<file path="src/rtl/uart_pkg.sv">
// Shared UART definitions used by both the receiver and the transmitter.
// Holds the FSM state encoding and the default framing parameters.
// No ports; import with uart_pkg::*.
package uart_pkg;

  // Encoding is fixed so that state values stay stable across rx and tx.
  typedef enum logic [1:0] {
    IDLE  = 2'd0,
    START = 2'd1,
    DATA  = 2'd2,
    STOP  = 2'd3
  } uart_state_t;

  // Ticks per bit period. Must be even and at least 4 so a mid-bit point exists.
  localparam int UART_OVERSAMPLE = 16;
  // Data bits per frame, sent LSB first.
  localparam int UART_DATA_BITS  = 8;

endpackage

</file>
<file path="src/rtl/uart_sync2.sv">
// Two-flop synchronizer for a single asynchronous input bit.
// Latency: two clock cycles from d to q. No backpressure.
// Ports: clock, reset_n (synchronous, active-low), d (async input), q (synchronized output).
module uart_sync2 #(
  parameter logic RESET_VALUE = 1'b1
) (
  input  logic clock,
  input  logic reset_n,
  input  logic d,
  output logic q
);

  logic meta;

  always_ff @(posedge clock) begin
    if (!reset_n) begin
      meta <= RESET_VALUE;
      q    <= RESET_VALUE;
    end else begin
      meta <= d;
      q    <= meta;
    end
  end

endmodule

</file>
<file path="src/rtl/uart_rx.sv">
// Oversampling UART receiver with a one-deep output holding register.
// Latency: rx_done rises one clock after the stop-bit sample tick, plus two clocks of rx synchronization.
// Backpressure: none on the line; an unconsumed byte is overwritten and overrun pulses.
// Ports: clock, reset_n (sync, active-low), rx (async serial line), rx_tick (oversample strobe),
//        data_ack (consumer takes data_out), data_out, data_valid, rx_done, frame_error, overrun.
module uart_rx
  import uart_pkg::*;
#(
  parameter int OVERSAMPLE = UART_OVERSAMPLE,
  parameter int DATA_BITS  = UART_DATA_BITS
) (
  input  logic                 clock,
  input  logic                 reset_n,
  input  logic                 rx,
  input  logic                 rx_tick,
  input  logic                 data_ack,
  output logic [DATA_BITS-1:0] data_out,
  output logic                 data_valid,
  output logic                 rx_done,
  output logic                 frame_error,
  output logic                 overrun
);

  localparam int TW = $clog2(OVERSAMPLE);
  localparam int BW = $clog2(DATA_BITS + 1);

  // Mid start bit: checking here re-centres sampling so data bits are taken mid-bit.
  localparam logic [TW-1:0] TICK_MID  = TW'(OVERSAMPLE / 2 - 1);
  localparam logic [TW-1:0] TICK_LAST = TW'(OVERSAMPLE - 1);
  localparam logic [BW-1:0] BIT_LAST  = BW'(DATA_BITS - 1);

  logic rx_s;

  uart_sync2 #(.RESET_VALUE(1'b1)) u_sync (
    .clock   (clock),
    .reset_n (reset_n),
    .d       (rx),
    .q       (rx_s)
  );

  uart_state_t          state,         state_n;
  logic [TW-1:0]        tick_cnt,      tick_cnt_n;
  logic [BW-1:0]        bit_cnt,       bit_cnt_n;
  logic [DATA_BITS-1:0] shift,         shift_n;
  logic [DATA_BITS-1:0] data_out_n;
  logic                 data_valid_n;
  logic                 rx_done_n;
  logic                 frame_error_n;
  logic                 overrun_n;

  always_comb begin
    state_n       = state;
    tick_cnt_n    = tick_cnt;
    bit_cnt_n     = bit_cnt;
    shift_n       = shift;
    data_out_n    = data_out;
    // An ack consumes the held byte; a byte completing this cycle re-sets it below.
    data_valid_n  = data_valid && !data_ack;
    rx_done_n     = 1'b0;
    frame_error_n = 1'b0;
    overrun_n     = 1'b0;

    if (rx_tick) begin
      case (state)
        IDLE: begin
          if (!rx_s) begin
            state_n    = START;
            tick_cnt_n = '0;
          end
        end
        START: begin
          if (tick_cnt == TICK_MID) begin
            tick_cnt_n = '0;
            bit_cnt_n  = '0;
            // Line back high at mid start bit means it was a glitch.
            state_n    = rx_s ? IDLE : DATA;
          end else begin
            tick_cnt_n = tick_cnt + TW'(1);
          end
        end
        DATA: begin
          if (tick_cnt == TICK_LAST) begin
            // LSB arrives first, so shifting right leaves it at bit 0 after the last sample.
            shift_n    = {rx_s, shift[DATA_BITS-1:1]};
            tick_cnt_n = '0;
            bit_cnt_n  = bit_cnt + BW'(1);
            if (bit_cnt == BIT_LAST) begin
              state_n = STOP;
            end
          end else begin
            tick_cnt_n = tick_cnt + TW'(1);
          end
        end
        STOP: begin
          if (tick_cnt == TICK_LAST) begin
            state_n    = IDLE;
            tick_cnt_n = '0;
            if (rx_s) begin
              data_out_n   = shift;
              data_valid_n = 1'b1;
              rx_done_n    = 1'b1;
              // Acked in the same cycle means the old byte was taken, so nothing is lost.
              overrun_n    = data_valid && !data_ack;
            end else begin
              frame_error_n = 1'b1;
            end
          end else begin
            tick_cnt_n = tick_cnt + TW'(1);
          end
        end
        default: begin
          state_n = IDLE;
        end
      endcase
    end
  end

  always_ff @(posedge clock) begin
    if (!reset_n) begin
      state       <= IDLE;
      tick_cnt    <= '0;
      bit_cnt     <= '0;
      shift       <= '0;
      data_out    <= '0;
      data_valid  <= 1'b0;
      rx_done     <= 1'b0;
      frame_error <= 1'b0;
      overrun     <= 1'b0;
    end else begin
      state       <= state_n;
      tick_cnt    <= tick_cnt_n;
      bit_cnt     <= bit_cnt_n;
      shift       <= shift_n;
      data_out    <= data_out_n;
      data_valid  <= data_valid_n;
      rx_done     <= rx_done_n;
      frame_error <= frame_error_n;
      overrun     <= overrun_n;
    end
  end

endmodule

</file>
<file path="config.mk">
export PLATFORM = sky130hd
export DESIGN_NAME = uart_rx
export DESIGN_NICKNAME = d
export VERILOG_FILES = /design/src/rtl/uart_pkg.sv /design/src/rtl/uart_sync2.sv /design/src/rtl/uart_rx.sv
export SDC_FILE = /design/constraint.sdc
export NUM_CORES = 1
export LEC_CHECK = 0
export CAP_MARGIN = 20
export CORE_ASPECT_RATIO = 2
export CORE_MARGIN = 2
export CORE_UTILIZATION = 37
export CTS_BUF_LIST = sky130_fd_sc_hd__clkbuf_8
export CTS_CLUSTER_DIAMETER = 80
export DETAILED_ROUTE_END_ITERATION = 10
export HOLD_SLACK_MARGIN = 0.05
export PLACE_DENSITY = 0.64
export SLEW_MARGIN = 10
export SYNTH_ARGS = -nofsm -noshare
export SYNTH_HDL_FRONTEND = slang
export SYNTH_SLANG_ARGS = --single-unit
</file>
<file path="constraint.sdc">
create_clock -name clock -period 1.64 [get_ports clock]
set_input_delay 0.246 -clock clock [delete_from_list [all_inputs] [get_ports clock]]
set_output_delay 0.246 -clock clock [all_outputs]
set_load 0.05 [all_outputs]
</file>
==> results.yml <==
grt:
  grt_util_met2: 0.2702
  antenna_found_initial: 0
  grtUsageMet3: 0.03673
  grt_pass1_vias: 1041
  gr-usage-met1: 0.1561
  gr-max-usage-layer: "met2"
  grt_pass1_wl_um: 4519
  grt_max_degree: 29
  grt-ovfl-total: 0
  track_usage: 0.1541
timing:
  max_clock_freq_mhz: 662.9
  hold_ws_ns: 0.4141
  period_share: 0.9199
  relSlewSlack: 0.6771
  setup_viol: 0
  grt_setup_unrepaired: "no"
  drv_slew: 0
  layout_setup_ws_ns: 0.1314
  worst_pin_slew_ns: 0.4836
  skew_ns: 0.004843
  hold_viol_final: 0
  layout_min_cycle_time_ns: 1.509
die:
  start_util: 0.3883
  coreArea_mm2: 0.003416
  ios: 17
  die-area_mm2: 0.004109
  die_w_um: 46.34
  num_rows: 30
  die_h_um: 88.67
hold_path:
  hold_path.class: "register to register"
logic_synthesis:
  yosysUniqueCellTypes: 32
  synthTopCellsByCount: "dfxtp_1 (32), nand2_1 (22), nor2_1 (17)"
  synth_edf_count: 0
  synth_top_family_by_area: "simple AND/OR/NAND/NOR gates"
  yosys_warnings: 0
  yosysMostFrequentCell: "dfxtp_1"
  synthXorXnorAreaFrac: 0.01981
  syn_inst: 141
  synthTopCellsByArea: "dfxtp_1 (48%), mux2i_1 (7.5%), nand2_1 (6.2%)"
  synth_area_leader_cell: "dfxtp_1"
  synth-compound-area-share: 0.1057
  ys_seq_elements: 32
  synthArstFlopShare: 0
  synthMuxAreaShare: 0.07547
  synth-simple-area-share: 0.2453
  avgSynthCellArea_um2: 9.406
  synth_top_area_frac: 0.4830
  seq_area_frac_synth: 0.4830
  synth_area_mm2: 0.001326
  syn_nets: 148
  synth_fa_ha_area_frac: 0.01887
  synth_ff_type: "dfxtp_1"
cts:
  clk_latency_ns: 0.28
  cts.sinks: 32
  clockBufferDepth: 2
  cts.htree.levels: 2
  root_buffer: "clkbuf_8"
  numCtsBuffers: 5
  ctsHoldBuffers: 0
  cts.clk_slew.worst_paths_ns: 0.06
  cts_tree: "yes"
pwr:
  power.total_w: 0.001569
  ir_worst_vdd_mv: 0.8942
  power_density_mw_per_mm2: 920.3
  power_leakage_nw: 0.6920
status:
  status: "completed"
placement:
  dp_cells: 206
  routabilityCongestion: 0.8302
  place_area_mm2: 0.001560
  dp.final_hpwl_um: 1973
  portBuffers: 16
  pre_cts_ws_ns: -0.01675
setup_path:
  worstPathArrival_ns: 1.68
  path_cells: "ha_4, and4_4, nand4_4, mux2i_1, nor2_1"
  cp_slowest_stage_delay_ns: 0.40
  critPathKind: "register to register"
  critical_path_required_ns: 1.81
  crit_buf_inv: 0
  crit_family: "simple AND/OR/NAND/NOR gates"
  crit_path_max_fanout: 11
  cp-start-kind: "register"
  critPathSlowestCell: "dfxtp_1"
  end_kind: "register"
drt:
  first_pass_iters: 4
  antenna_left: 0
  wirelength_um: 2739
  drt_iter0_drc: 24
  viasPerCell: 4.940
  wl_per_cell_um: 12.74
  route.vias.total: 1062
  drc: 0
final_layout:
  final_nets: 173
  final_cell_area_mm2: 0.001705
  diodes: 0
  syn2layout_area_growth_pct: 28.59
  fin_cells: 215
  drive_gt1_frac: 0.2515
flow_run:
  drv_cap: 0
[cell type report]
| cell class | instances | area (um2) |
|---|---|---|
| Fill cell | 324 | 1710 |
| Multi-Input combinational cell | 98 | 646.9 |
| Sequential cell | 32 | 640.6 |
| Timing Repair Buffer | 25 | 235.2 |
| Clock buffer | 5 | 68.82 |
| Tap cell | 48 | 60.06 |
| Clock inverter | 3 | 38.79 |
| Inverter | 4 | 15.01 |
[sequential cells by signal, summed over array words and instances (netlist names), named ones only]
name	cells
bit_cnt	4
overrun	1
u_sync.meta	1
data_valid	1
shift	8
frame_error	1
rx_done	1
state	1
u_sync.q	1
data_out	8
tick_cnt	4
[through the flow]
step	TNS, ns	util
finish	0	0.4993
detailed placement	-0.02364	0.4568
floorplan	0	-
global placement	0	0.4568
CTS	0	0.4905
global route	0	0.4993
[where the power goes]
part           internal, W  leakage (nW)  total (W)  switching (W)
Clock             0.000444        0.0593   0.000726       0.000282
Combinational    0.0000270         0.375  0.0000557      0.0000287
Sequential        0.000781         0.258   0.000787     0.00000650
[cells by family after synthesis]
logic type | Yosys count
adders and majority gates | 2
AOI/OAI and AO/OA | 22
and+or+nand+nor | 61
DFF | 32
buffers and inverters | 11
muxes | 10
xor gates and xnor gates | 3
[placed cells by master (no fill, tap or decap), types with 2 or more instances in the layout]
cell type,n
dfxtp_1,32
nand2_1,22
buf_4,18
nor2_1,17
a21oi_1,14
mux2i_1,10
nand3_1,5
clkbuf_8,5
nand2b_1,4
clkdlybuf4s50_1,4
inv_1,3
xnor2_1,3
buf_12,3
inv_2,2
nand4_4,2
nor4_2,2
nor3_1,2
[layer usage]
layer  routed length (um)  part of all wire
met1                  999              0.36
met2                 1595              0.58
met3                   74             0.027
met5                    0                 0
met4                   70             0.026
[repair_timing]
action,in CTS,in global routing
gates cloned,0,0
pin swaps,0,1
setup endpoints to repair,4,8
hold endpoints to repair,0,0
buffers inserted,0,1
gates resized for setup,2,4
[worst paths after layout]
path | start | end | slack, ns | depth (start not counted)
max | tick_cnt[1] | data_out[2] | 0.13 | 5
min | u_sync.meta | u_sync.q | 0.41 | 1
max reg2reg | tick_cnt[1] | data_out[2] | 0.13 | 5
min reg2reg | u_sync.meta | u_sync.q | 0.41 | 1
Power figures use the tool's default switching activity.
